$ cat src/rtl/timer_pkg.sv
// Shared types and constants for the timer controller slice.
package timer_pkg;

    // Controller sequencing states.
    typedef enum logic [1:0] {
        IDLE = 2'd0,
        LOAD = 2'd1,
        RUN  = 2'd2,
        DONE = 2'd3
    } state_t;

    localparam int CNT_W_DEF = 16;
    localparam int PSC_W_DEF = 8;

    localparam logic MODE_ONESHOT  = 1'b0;
    localparam logic MODE_PERIODIC = 1'b1;

endpackage

$ cat src/rtl/timer_ctrl_if.sv
// Config/status bundle between the register interface and the timer controller.
interface timer_ctrl_if
    import timer_pkg::*;
#(
    parameter int CNT_W = CNT_W_DEF,
    parameter int PSC_W = PSC_W_DEF
) ();

    logic             start;
    logic             stop;
    logic             mode;
    logic [CNT_W-1:0] load_val;
    logic [PSC_W-1:0] psc_val;
    logic             ce_out;
    logic [CNT_W-1:0] cnt;
    logic             busy;
    logic             expired;

    modport master (
        output start, stop, mode, load_val, psc_val,
        input  ce_out, cnt, busy, expired
    );

    modport slave (
        input  start, stop, mode, load_val, psc_val,
        output ce_out, cnt, busy, expired
    );

endinterface

$ cat src/rtl/timer_prescaler.sv
// Prescale down-counter: reloads on load, counts when enabled, wraps by explicit reload.
module timer_prescaler #(
    parameter int PSC_W = 8
) (
    input  logic             i_clk,
    input  logic             i_clr_n,
    input  logic             i_load,
    input  logic             i_en,
    input  logic [PSC_W-1:0] i_reload,
    output logic             o_tick
);

    logic [PSC_W-1:0] r_cnt;

    // Prescale counter: load has priority, then reload-on-zero or decrement while enabled.
    always_ff @(posedge i_clk) begin
        if (!i_clr_n) begin
            r_cnt <= {PSC_W{1'b0}};
        end else if (i_load) begin
            r_cnt <= i_reload;
        end else if (i_en) begin
            if (r_cnt == {PSC_W{1'b0}}) begin
                r_cnt <= i_reload;
            end else begin
                r_cnt <= r_cnt - PSC_W'(1);
            end
        end else begin
            r_cnt <= r_cnt;
        end
    end

    // Tick marks the last cycle of each prescale period.
    assign o_tick = (r_cnt == {PSC_W{1'b0}});

endmodule

$ cat src/rtl/timer_ctrl.sv
// Timer controller: sequences LOAD/RUN, owns the main down-counter and the ce strobe.
module timer_ctrl
    import timer_pkg::*;
#(
    parameter int CNT_W = CNT_W_DEF,
    parameter int PSC_W = PSC_W_DEF
) (
    input  logic         clk,
    input  logic         clr_n,
    timer_ctrl_if.slave  bus
);

    state_t           r_state;
    logic [CNT_W-1:0] r_cnt;
    logic [CNT_W-1:0] r_load_q;
    logic [PSC_W-1:0] r_psc_q;
    logic             r_mode_q;
    logic             r_expired;

    state_t           w_state_nxt;
    logic [CNT_W-1:0] w_cnt_nxt;
    logic             w_expired_nxt;
    logic             w_capture;
    logic             w_psc_load;
    logic             w_psc_en;
    logic             w_tick;
    logic             w_load_nz;

    assign w_load_nz = (bus.load_val != {CNT_W{1'b0}});

    timer_prescaler #(.PSC_W(PSC_W)) u_psc (
        .i_clk    (clk),
        .i_clr_n  (clr_n),
        .i_load   (w_psc_load),
        .i_en     (w_psc_en),
        .i_reload (r_psc_q),
        .o_tick   (w_tick)
    );

    // State, main counter, captured config and expiry pulse registers.
    always_ff @(posedge clk) begin
        if (!clr_n) begin
            r_state   <= IDLE;
            r_cnt     <= {CNT_W{1'b0}};
            r_load_q  <= {CNT_W{1'b0}};
            r_psc_q   <= {PSC_W{1'b0}};
            r_mode_q  <= MODE_ONESHOT;
            r_expired <= 1'b0;
        end else begin
            r_state   <= w_state_nxt;
            r_cnt     <= w_cnt_nxt;
            r_expired <= w_expired_nxt;
            if (w_capture) begin
                r_load_q <= bus.load_val;
                r_psc_q  <= bus.psc_val;
                r_mode_q <= bus.mode;
            end else begin
                r_load_q <= r_load_q;
                r_psc_q  <= r_psc_q;
                r_mode_q <= r_mode_q;
            end
        end
    end

    // Next-state and datapath control; stop outranks re-arm, which outranks tick/expiry.
    always_comb begin
        w_state_nxt   = r_state;
        w_cnt_nxt     = r_cnt;
        w_expired_nxt = 1'b0;
        w_capture     = 1'b0;
        w_psc_load    = 1'b0;
        w_psc_en      = 1'b0;
        case (r_state)
            IDLE: begin
                if (bus.start && !bus.stop && w_load_nz) begin
                    w_capture   = 1'b1;
                    w_state_nxt = LOAD;
                end else begin
                    w_state_nxt = IDLE;
                end
            end
            LOAD: begin
                if (bus.stop) begin
                    w_state_nxt = IDLE;
                end else begin
                    w_cnt_nxt   = r_load_q;
                    w_psc_load  = 1'b1;
                    w_state_nxt = RUN;
                end
            end
            RUN: begin
                if (bus.stop) begin
                    w_state_nxt = IDLE;
                end else if (bus.start && w_load_nz) begin
                    // Re-arm discards whatever tick was due this edge.
                    w_capture   = 1'b1;
                    w_state_nxt = LOAD;
                end else begin
                    w_psc_en = 1'b1;
                    if (w_tick && (r_cnt == CNT_W'(1))) begin
                        w_expired_nxt = 1'b1;
                        if (r_mode_q == MODE_PERIODIC) begin
                            // Reload in place so the period has no LOAD bubble.
                            w_cnt_nxt = r_load_q;
                        end else begin
                            w_cnt_nxt   = {CNT_W{1'b0}};
                            w_state_nxt = DONE;
                        end
                    end else if (w_tick) begin
                        w_cnt_nxt = r_cnt - CNT_W'(1);
                    end else begin
                        w_cnt_nxt = r_cnt;
                    end
                end
            end
            DONE: begin
                w_state_nxt = IDLE;
            end
            default: begin
                w_state_nxt = IDLE;
            end
        endcase
    end

    assign bus.ce_out  = (r_state == RUN) && w_tick;
    assign bus.busy    = (r_state == LOAD) || (r_state == RUN);
    assign bus.cnt     = r_cnt;
    assign bus.expired = r_expired;

endmodule

$ cat src/flat_wrapper.sv
// flat-port wrapper written by rule: the top's interface ports become plain ports
module timer_ctrl_flat import timer_pkg::*;
#(
    parameter int CNT_W = CNT_W_DEF,
    parameter int PSC_W = PSC_W_DEF
)
  (clk, clr_n, bus_start, bus_stop, bus_mode, bus_load_val, bus_psc_val, bus_ce_out, bus_cnt, bus_busy, bus_expired);
  timer_ctrl_if #(.CNT_W(CNT_W), .PSC_W(PSC_W)) bus_i ();
  input  logic clk;
  input  logic clr_n;
  input wire logic [$bits(bus_i.start)-1:0] bus_start;
  input wire logic [$bits(bus_i.stop)-1:0] bus_stop;
  input wire logic [$bits(bus_i.mode)-1:0] bus_mode;
  input wire logic [$bits(bus_i.load_val)-1:0] bus_load_val;
  input wire logic [$bits(bus_i.psc_val)-1:0] bus_psc_val;
  output wire logic [$bits(bus_i.ce_out)-1:0] bus_ce_out;
  output wire logic [$bits(bus_i.cnt)-1:0] bus_cnt;
  output wire logic [$bits(bus_i.busy)-1:0] bus_busy;
  output wire logic [$bits(bus_i.expired)-1:0] bus_expired;
  assign bus_i.start = bus_start;
  assign bus_i.stop = bus_stop;
  assign bus_i.mode = bus_mode;
  assign bus_i.load_val = bus_load_val;
  assign bus_i.psc_val = bus_psc_val;
  assign bus_ce_out = bus_i.ce_out;
  assign bus_cnt = bus_i.cnt;
  assign bus_busy = bus_i.busy;
  assign bus_expired = bus_i.expired;
  timer_ctrl #(.CNT_W(CNT_W), .PSC_W(PSC_W)) u_core (.clk(clk), .clr_n(clr_n), .bus(bus_i));
endmodule
$ cat config.mk
export PLATFORM = sky130hd
export DESIGN_NAME = timer_ctrl_flat
export DESIGN_NICKNAME = d
export VERILOG_FILES = /design/src/rtl/timer_pkg.sv /design/src/rtl/timer_ctrl_if.sv /design/src/rtl/timer_prescaler.sv /design/src/rtl/timer_ctrl.sv /design/src/flat_wrapper.sv
export SDC_FILE = /design/constraint.sdc
export NUM_CORES = 1
export LEC_CHECK = 0
export ABC_AREA = 1
export CAP_MARGIN = 25
export CORE_ASPECT_RATIO = 1.5
export CORE_MARGIN = 3
export CORE_UTILIZATION = 29
export CTS_CLUSTER_SIZE = 20
export DETAILED_ROUTE_END_ITERATION = 12
export DONT_BUFFER_PORTS = 1
export PLACE_DENSITY = 0.49
export SLEW_MARGIN = 10
export SYNTH_ARGS = -nofsm -noshare
export SYNTH_HDL_FRONTEND = slang
export SYNTH_SLANG_ARGS = --single-unit
$ cat constraint.sdc
create_clock -name clk -period 4.96 [get_ports clk]
set_clock_uncertainty 0.05 [all_clocks]
set_input_delay 0.992 -clock clk [delete_from_list [all_inputs] [get_ports clk]]
set_output_delay 0.992 -clock clk [all_outputs]
set_load 0.01 [all_outputs]
Word-level counts from Yosys, hierarchy flattened
Cells that the tools add are included.

Bits in registers: 52. Latch bits: 0. Memory bits (writable): 0. ROM bits: 0. Output and inout port bits: 19. Word-level logic and storage cells: 63. Memories kept: 0.

Add/sub/neg operators: 2. Multiply operators: 0. Divide/modulo/power cells: 0. Order comparisons: 0. Eq/ne operators: 10. Shift-type cells: 0. Muxes and demuxes: 27. Bitwise operators: 2. Reductions and logical operators: 15.

Operators by type and width (count): 2-to-1 mux 16 bit (6); one-hot mux 16 bit (2 select lines) (1); 2-to-1 mux 8 bit (3); equality test 16 x 1 -> 1 bit (second input constant) (1); nonzero test 16 bit (1); subtractor 16 x 1 -> 16 bit (second input constant) (1); 2-to-1 mux 1 bit (10); 2-to-1 mux 2 bit (5); logical NOT 8 bit (1); one-hot mux 2 bit (4 select lines) (1); subtractor 8 x 1 -> 8 bit (second input constant) (1); != test 2 bit (second input constant) (3); logical AND 1 bit (5); AND reduction 5 bit (1); equality test 2 bit (second input constant) (2); != test 4 x 2 -> 1 bit (second input constant) (1); != test 4 bit (second input constant) (1); nonzero test 2 bit (2); OR reduction 4 bit (1); != test 3 x 1 -> 1 bit (second input constant) (1); equality test 2 x 1 -> 1 bit (second input constant) (1); logical NOT 2 bit (1); NOT 1 bit (2); one-hot mux 1 bit (2 select lines) (1); other kinds (3) (3).

Depth between registers and ports, before layout
Depth after elaboration: 7. Depth in mapped cells: 14. Depth with buffers taken out: 13.

Hierarchy
A second synthesis with hierarchy kept.

Cells, all modules: 450. Area total of the unflattened synthesis: 3025.4 um^2.

By module, submodules not included: timer_ctrl (times used 1, cells an instance 362, area each 2441.1 um^2, sequential area each 880.8 um^2); timer_prescaler (times used 1, cells an instance 88, area each 584.3 um^2, sequential area each 160.2 um^2).

Worst setup path before layout
No wires, ideal clock.

Kind: register -> output. Start: register u_core.u_psc.r_cnt[0]. End: output bus_ce_out. Data arrival time: 1084 ps. Path slack: 2834 ps. Cell stages (with the launch flop): 7. Cells stage by stage: dfxtp_1 inv_1 ha_1 nand3_1 nor2_4 inv_1 nor2_1.

Word-level cells in the longest chain between the ends: 2.

RTL lines: from (decl) (line timer_prescaler.sv:13) `logic [PSC_W-1:0] r_cnt;`; from (signal assigned) (line timer_prescaler.sv:18) `r_cnt <= {PSC_W{1'b0}};`; from (signal assigned) (line timer_prescaler.sv:20) `r_cnt <= i_reload;`; from (signal assigned) (line timer_prescaler.sv:23) `r_cnt <= i_reload;`; logical NOT 8 bit (line timer_prescaler.sv:33) `assign o_tick = (r_cnt == {PSC_W{1'b0}});`; logical AND 1 bit (line timer_ctrl.sv:125) `assign bus.ce_out = (r_state == RUN) && w_tick;`; to (decl) (line flat_wrapper.sv:16) `output wire logic [$bits(bus_i.ce_out)-1:0] bus_ce_out;`.

No other way between the ends.

Worst setup path after layout
Start: register u_core.r_state[0]. End: output bus_ce_out.

Word-level cells in the longest chain between the ends: 2.

RTL lines: from (decl) (line timer_ctrl.sv:13) `state_t r_state;`; from (signal assigned) (line timer_ctrl.sv:50) `r_state <= w_state_nxt;`; equality test 2 bit (line timer_ctrl.sv:125); logical AND 1 bit (line timer_ctrl.sv:125).

No other way between the ends.

==> results.md <==
- Status: complete, no violations
- Worst slew pin tran: 0.6878 ns
- N_diodes: 0
- Syn-to-layout area delta: 5.765%
- # rows: 47
- Yosys warns: 0
- Met2 WL: around 4700 µm
- Met3 wire length: ~540 µm
- Min Tclk post-route: ~2.7 ns
- Cells on worst reg2reg path: 8
- Worst Path Arrival: 1.70 ns
- Category of the most critical setup path: register to output port
- Post-route ant nets: 0
- Clock Tree Buf Depth: 2
- Routed length per instance: approximately 14 µm
- Width of the die: between 90 and 100 µm
- RSZ-0062 raised after global routing: false
- Initial Utilization: between 20% and 30%
- Slew HR: a little over half
- Vias per cell: around 4.6
- CP Cell Sequence: inv_1 > ha_1 > buf_4 > inv_1 > nor2_1
- P_int: a little under 700 µW
- Clock sink total: 52
- Syn Nets: about 560
- # DRC: 0
- Maximum vdd drop: about 0.16 mV
- Hold buffers post-CTS: 0
- Clock slew at reported path FFs: around 0.07 ns
- Gr ovfl total: 0
- Total Neg Setup Slack: 0 ns
- Final setup vio count: 0
- Synth Area per Inst: approximately 6.3 µm²
- Leakage: 0.001686 µW
- Max Clock Freq: around 360 MHz
- P per Cell Area: between 200 and 300 nW/µm²
- Layout Cell Area excl Fill: around 3500 µm²
- CTS tree: built
- M1 wire length: 3789 µm
- Register area share after synthesis: 31.35%
- Via Count: 3075
- Port buffer count: 0
- Yosys reg bits: 52
- Num CTS Buffers: 5
- Max-capacitance violation count: 0
- Die height: around 140 µm
- Nets@finish: 550
- Routed wire length: 9147 µm
- Die area: approximately 13000 µm²
- Antenna violations before repair: 0
- Worst Path Max Fanout: 30
- Hold Path Class: register to register
- CP startpoint kind: register
- Cells after Synth: between 500 and 600
- Mapped cell area: 3321 µm²
- Dominant cells by area after synthesis: dfxtp_1 31%, nand2_1 18%, nor2_1 13%
- H-tree levels: 2
- Core area: about 11000 µm²
- Total Power: between 1000 and 1500 µW
- Cell Area, Placed: ~3400 µm²
- Clock group share of total power: about 36%
- Skew-Pair Late Insertion Delay: 0.30 ns
- Initial drt markers: approximately 150
- DR top layer: met4
- DPL Wire Length: just under 7000 µm
- Post-synth top area cell: dfxtp_1
- Critical Path Most Common Cell: inv_1
- Req. time, crit path: around 4 ns
- # IOs: 48
- Slowest stage delay, CP: approximately 0.33 ns
- Largest net degree at the start of global routing: 39
- Vias in the first global route: 2912
- Most frequent cells in the layout: 155 x nand2_1, 111 x nor2_1, 52 x dfxtp_1
- First-pass GRT wire length: about 15000 µm
- Postcts setup bufs: 0
- Global placement routability congestion: about 0.86
- CP max-delay cell: dfxtp_1
- Switching pwr: about 310 µW
- Max-slew violation count: 0
- Switching Share: 30.94%
- Reg2reg setup slack: roughly 2.8 ns
- Worst r2r src: u_core.r_state[0]
- CP startpoint: u_core.r_state[0]
- Total Routing Usage GR: 14.86%
- Critical path endpoint category: output port
- Power share of the combinational group: between 10% and 20%
- Final Hold Vio Count: 0
- Resized cells post-CTS: 0
- Share of cells above drive strength 1: approximately 7.8%
- Final period utilization: 55.26%
- Worst R2R End: u_core.bus.cnt[12]
- Distinct cells, synth: 34
- Seq pwr share: a little under half
- Commonest non-fill, non-tap cell in the layout: nand2_1
- Crit path to: bus_ce_out
- Post-synth top area share: a little under a third
- First-pass DRT Iterations: 4
- Root Buffer: clkbuf_16
cells by family (layout without fill, tap and decap cells):
family	after synthesis	count (layout)	synth area share, %
xor gates and xnor gates	7	7	1.846
AOI/OAI and AO/OA	56	56	10.32
adders and majority gates	6	6	2.261
DFF	52	52	31.35
buffers and inverters	76	63	10.59
muxes	1	1	0.3014
and+or+nand+nor	331	331	43.33
cell type report:
| cell class | instances | area [µm²] |
|---|---|---|
| fillers | 1222 | 7602 |
| multi-input cells | 401 | 1928 |
| flip-flops and latches | 52 | 1041 |
| inverters | 53 | 198.9 |
| well taps | 147 | 183.9 |
| clock buffers | 6 | 128.9 |
| clock inverters | 2 | 16.27 |
| repair buffers | 2 | 15.01 |
cell usage after synthesis, drive strengths merged:
cell type,instances
nor3,3
o211ai,2
xnor2,3
dfxtp,52
nand3,36
o21ai,21
or2,1
ha,6
clkbuf,8
buf,15
nor2,122
nand2,165
nand4,4
mux2i,1
inv,53
o2111ai,10
a21oi,23
xor2,4
critical path: cells and delay by family, from the launching register on:
family | cells | cell delay [ns]
buffers and inverters | 3 | 0.64
AND/OR/NAND/NOR | 1 | 0.29
adder cells (fa/ha/maj) | 1 | 0.15
flip-flops | 1 | 0.33
power by group through the flow:
stage	Clock, µW	Sequential [µW]	Combinational (µW)
floorplan	0	461	160
global placement	0	467	188
detailed placement	0	467	187
CTS	373	457	188
global route	381	459	216
finish	358	457	187
how the worst min path moves through the flow:
stage / start / endpoint / cells after the start
3_3_place_gp: u_core.r_psc_q[3] / u_core.r_psc_q[3] / 2
4_1_cts: u_core.r_psc_q[3] / u_core.r_psc_q[3] / 2
2_1_floorplan: u_core.r_psc_q[5] / u_core.r_psc_q[5] / 2
5_1_grt: u_core.r_psc_q[2] / u_core.r_psc_q[2] / 2
6_report: u_core.r_psc_q[3] / u_core.r_psc_q[3] / 2
3_5_place_dp: u_core.r_psc_q[3] / u_core.r_psc_q[3] / 2
per-stage QoR:
stage               cells  hold WS, ns  util (%)  setup WS, ns
finish                663       0.4170     31.60         2.219
global route          663       0.4512     31.60         2.096
CTS                   663       0.4236     31.60         2.158
detailed placement    655       0.4126     30.29         2.365
global placement      655       0.4099     30.29         2.394
floorplan             529       0.3898         -         2.834
sequential cells by signal, indices dropped and copies added (netlist names):
signal and flops:
u_core.bus.cnt 16, u_core.bus.expired 1, u_core.r_load_q 16, u_core.r_mode_q 1, u_core.r_psc_q 8, u_core.r_state 2
u_core.u_psc.r_cnt 8
routing by layer:
metal | vias up | GRT usage, %
met2 | 48 | 26.46
li1 | 1625 | -
met1 | 1393 | 16.79
met5 | - | 0
met4 | 0 | 5.297
met3 | 9 | 4.070
Note: power is estimated with default switching activity, not from simulation.
